## config.mk

```make
export PLATFORM = sky130hd
export DESIGN_NAME = mem_access_unit
export DESIGN_NICKNAME = d
export VERILOG_FILES = /design/src/rtl/mem_access_unit.sv
export SDC_FILE = /design/constraint.sdc
export NUM_CORES = 1
export LEC_CHECK = 0
export CAP_MARGIN = 20
export CORE_UTILIZATION = 38
export DETAILED_ROUTE_END_ITERATION = 6
export GPL_ROUTABILITY_DRIVEN = 0
export PLACE_DENSITY = 0.8
export SETUP_SLACK_MARGIN = 0.05
export SLEW_MARGIN = 20
export SYNTH_ARGS = -nofsm -noshare
export SYNTH_HDL_FRONTEND = slang
export SYNTH_SLANG_ARGS = --single-unit
```

## constraint.sdc

```tcl
create_clock -name clk -period 1.23 [get_ports clk]
set_input_delay 0.369 -clock clk [delete_from_list [all_inputs] [get_ports clk]]
set_output_delay 0.369 -clock clk [all_outputs]
set_load 0.02 [all_outputs]
```

## src/rtl/mem_access_unit.sv

```systemverilog
// Load/store initiator between the multicycle CPU datapath and the byte-lane data RAM.
// Define MAU_ALIGN_CHECK_EN to report misaligned half/word accesses as AdEL/AdES errors.
module mem_access_unit #(
    parameter logic [31:0] ADDR_BASE = 32'h1001_0000,
    parameter logic [31:0] ADDR_MASK = 32'h0000_1FFF
) (
    input  logic        clk,
    input  logic        reset,
    input  logic        req_valid,
    output logic        req_ready,
    input  logic        req_we,
    input  logic [1:0]  req_size,
    input  logic        req_signed,
    input  logic [31:0] req_addr,
    input  logic [31:0] req_wdata,
    output logic        resp_done,
    output logic        resp_err,
    output logic        resp_err_store,
    output logic [31:0] resp_rdata,
    output logic [31:0] resp_badvaddr,
    output logic        mem_we,
    output logic [31:0] mem_addr,
    output logic [1:0]  mem_mask,
    output logic        mem_signed_ext,
    output logic [31:0] mem_wdata,
    input  logic [31:0] mem_rdata
);

    typedef enum logic [1:0] {
        IDLE   = 2'd0,
        ACCESS = 2'd1,
        DONE   = 2'd2
    } state_t;

    state_t      state;
    logic        we_q;
    logic [1:0]  size_q;
    logic        signed_q;
    logic [31:0] addr_q;
    logic [31:0] wdata_q;
    logic        xfer;
    logic [31:0] offset;
    logic [31:0] issue_addr;

    assign xfer   = req_valid & req_ready;
    // Modulo-2^32 rebase, so addresses below the window wrap into it.
    assign offset = (req_addr - ADDR_BASE) & ADDR_MASK;

`ifdef MAU_ALIGN_CHECK_EN
    logic        misaligned;
    logic        err_q;
    logic        err_store_q;
    logic [31:0] badvaddr_q;

    always_comb begin
        misaligned = 1'b0;
        if (req_size[1])
            misaligned = |req_addr[1:0];
        else if (req_size[0])
            misaligned = req_addr[0];
    end

    assign issue_addr = offset;
`else
    always_comb begin
        issue_addr = offset;
        if (req_size[1])
            issue_addr = {offset[31:2], 2'b00};
        else if (req_size[0])
            issue_addr = {offset[31:1], 1'b0};
    end
`endif

    always_ff @(posedge clk) begin
        if (reset) begin
            state      <= IDLE;
            we_q       <= 1'b0;
            size_q     <= 2'b00;
            signed_q   <= 1'b0;
            addr_q     <= 32'h0;
            wdata_q    <= 32'h0;
            resp_rdata <= 32'h0;
`ifdef MAU_ALIGN_CHECK_EN
            err_q       <= 1'b0;
            err_store_q <= 1'b0;
            badvaddr_q  <= 32'h0;
`endif
        end else begin
            unique case (state)
                IDLE: begin
                    if (xfer) begin
                        we_q     <= req_we;
                        size_q   <= req_size;
                        signed_q <= req_signed;
                        addr_q   <= issue_addr;
                        wdata_q  <= req_wdata;
`ifdef MAU_ALIGN_CHECK_EN
                        if (misaligned) begin
                            err_q       <= 1'b1;
                            err_store_q <= req_we;
                            badvaddr_q  <= req_addr;
                            state       <= DONE;
                        end else begin
                            err_q       <= 1'b0;
                            err_store_q <= 1'b0;
                            state       <= ACCESS;
                        end
`else
                        state <= ACCESS;
`endif
                    end
                end
                ACCESS: begin
                    if (!we_q)
                        resp_rdata <= mem_rdata;
                    state <= DONE;
                end
                DONE: begin
                    state <= IDLE;
                end
                default: begin
                    state <= IDLE;
                end
            endcase
        end
    end

    assign req_ready = (state == IDLE);
    assign resp_done = (state == DONE);
    // Reset is sampled only at the edge, so gate the strobe to stop the write now.
    assign mem_we    = (state == ACCESS) & we_q & ~reset;

    assign mem_addr       = addr_q;
    assign mem_mask       = size_q;
    assign mem_signed_ext = signed_q;
    assign mem_wdata      = wdata_q;

`ifdef MAU_ALIGN_CHECK_EN
    assign resp_err       = (state == DONE) & err_q;
    assign resp_err_store = (state == DONE) & err_q & err_store_q;
    assign resp_badvaddr  = badvaddr_q;
`else
    assign resp_err       = 1'b0;
    assign resp_err_store = 1'b0;
    assign resp_badvaddr  = 32'h0;
`endif

endmodule

```

==> flow_summary_export.csv <==
group,metric,value,unit
cts,htreeDepth,3,
layout,syn_to_final_growth,71.6,%
worst_setup_path,critPathCaptureType,"output port",
worst_setup_path,worstPathMaxFanout,2,
die,core,0.0104,mm²
global_routing,grt_antenna_before_repair,0,
sta,worst_slack,-0.281,ns
die,start_util,39.6,%
sta,setup_tns,-11.37,ns
sta,setup_viol,81,
layout,antennaDiodeCount,0,
layout,finalCoreUtilization,68.0,%
worst_setup_path,reg2reg_depth,6,
cts,cts_tree,"yes",
job,maxCapViolCount,0,
pwr,pwr_density_cell,1060,mW/mm²
placement,dp_hpwl,6.71,mm
worst_setup_path,cp_slowest_cell,"dfxtp_2",
outcome,violations,"negative setup slack",
yosys,post-synth-top-area-cell,"dfxtp_1",
pwr,max-vdd-ir-drop,0.541,mV
sta,drv_slew,0,
worst_setup_path,start_kind,"flip-flop",
cts,cts.root.buffer_cell,"clkbuf_8",
detailed_routing,routedWlPerCell,13.8,µm
detailed_routing,drt-vias-per-instance,4.37,
global_routing,grt_start_max_net_pins,110,
global_routing,grt_overflow_total,0,
die,die_h,106,µm
sta,maxClockFrequency,662,MHz
layout,final_cell_mix,"160 x nand2b_1, 94 x buf_6, 82 x clkdlybuf4s50_1, 82 x dfxtp_2, 80 x buf_4",
detailed_routing,drt_iter0_markers,78,
cts,clk_pin_slew_worst_paths,0.08,ns
worst_setup_path,r2r-end,"mem_addr[10]",
worst_setup_path,required,0.86,ns
placement,io_buffers,166,
cts,clkSinkCount,83,
placement,placedInstanceArea,0.00596,mm²
layout,final_cells,806,
worst_setup_path,cp.arrival,1.14,ns
sta,period_share,123,%
detailed_routing,postRouteWirelength,11.1,mm
detailed_routing,route.met3.wl,712,µm
worst_setup_path,crit_type,"reg2out",
yosys,synth_area,0.00413,mm²
pwr,p_total,0.00751,W
outcome,outcome,"finished, violations left",
detailed_routing,drcViolationCount,0,
sta,finalHoldViolCount,0,
die,die_w,106,µm
cts,cts.path.max_buffers,2,
global_routing,grt_pass1_wl,16.5,mm
min_path,min_to,"state[1]",
global_routing,grt_pass1_vias,3458,
yosys,netlist.area_leader.share,40.3,%
layout,drive_above_1_share,43.3,%
worst_setup_path,r2r-start,"state[1]",
layout,layout_commonest_cell,"nand2b_1",
min_path,hold_depth,2,
detailed_routing,vias,3525,
yosys,synthTopCellsByArea,"dfxtp_1 40%, nand2b_1 24%, mux2i_1 20%, buf_4 10%, buf_6 2.5%",
pwr,p_leak,3.13,nW
detailed_routing,highest_layer,"met4",
sta,rsz0062_at_grt,"yes",
die,die_area,0.0113,mm²
worst_setup_path,cp_cell_sequence,"nor3b_2 -> and2_4 -> buf_6",
worst_setup_path,startpoint,"state[0]",
yosys,ys_seq_area_share,40.3,%
yosys,synthCells,415,
cts,cts_buffers,9,
die,io_pins,239,
detailed_routing,drt_pass1_iterations,5,
die,num_rows,37,
detailed_routing,antenna_left,0,
global_routing,grt.total_usage,18.6,%
min_path,min-delay-start,"reset",
placement,place_inst,731,
yosys,ys_types,15,
layout,nNetsFinal,768,
sta,fin_crit,1.51,ns
min_path,hp-class,"in2reg",
worst_setup_path,slowest_delay,0.34,ns
cts,insertion_delay,0.35,ns
yosys,syn_area_per_cell,9.94,µm²
yosys,synth.ff_latch_count,83,
yosys,synth_warnings,0,
detailed_routing,wirelength_met1,4.32,mm
worst_setup_path,r2r_slack,-0.18,ns
layout,fin_area,0.00708,mm²
detailed_routing,wl_met2,5.86,mm
sta,finClkSkew,0.00271,ns
==> metrics by stage <==
stage               worst slack [ns]  hold WS [ns]
floorplan                     0.0376         0.474
global placement              -0.584         0.430
detailed placement            -0.583         0.431
CTS                           -0.299         0.204
global route                  -0.344         0.223
finish                        -0.281         0.238
==> power by group <==
part | switching (W) | internal, W | leakage, nW | total (W)
Sequential | 0.000122 | 0.00289 | 0.714 | 0.00301
Clock | 0.000986 | 0.00155 | 0.128 | 0.00254
Combinational | 0.000825 | 0.00114 | 2.29 | 0.00197
Total | 0.00193 | 0.00558 | 3.13 | 0.00751
==> worst max-delay path: cells and delay by family (launching register included) <==
| family | cells | cell delay [ns] |
|---|---|---|
| buf+inv | 1 | 0.11 |
| simple gates | 2 | 0.34 |
| flops | 1 | 0.34 |
==> state kept, by name, summed over array words and instances (netlist names) <==
signal,flops
state,2
mem_addr,13
mem_signed_ext,1
we_q,1
resp_rdata,32
mem_wdata,32
mem_mask,2
==> Yosys cell counts, drive strengths merged <==
cell type and instances:
and2 1, buf 65, clkbuf 16, conb 1, dfxtp 83, mux2i 81, nand2b 160, nor2 1
nor2b 2, nor3b 3, or3b 1, or4b 1
==> metal layers <==
layer,global-route usage (%),up-vias
met5,0,-
met4,7.24,0
li1,-,1716
met3,5.09,16
met1,19.9,1655
met2,34.5,138
==> repair_timing <==
action | 4_1_cts | 5_1_grt
setup buffers | 29 | 24
endpoints found under the setup margin | 161 | 164
hold buffers | 0 | 0
gates resized for setup | 593 | 9
pin swaps | 3 | 0
gates cloned | 5 | 1
hold endpoints to repair | 0 | 0
==> kinds of logic after synthesis <==
kind of cell	synth area share (%)
buf+inv	14.0
simple gates	25.9
other cells	0.0909
flops	40.3
mux	19.7
==> how the worst max path moves through the flow <==
stage / endpoint / slack (ns)
after floorplan: mem_we / 0.04
after global placement: mem_we / -0.58
after detailed placement: mem_we / -0.58
after CTS: mem_we / -0.30
after global routing: mem_we / -0.34
final: mem_we / -0.28
==> area by class of cell <==
type	count	area, µm²
clock buffers	11	131
clock inverters	5	125
fillers	797	3340
multi-input cells	303	2130
flip-flops and latches	83	1760
well taps	136	170
repair buffers	268	2760
Note: power is estimated with default switching activity, not from simulation.
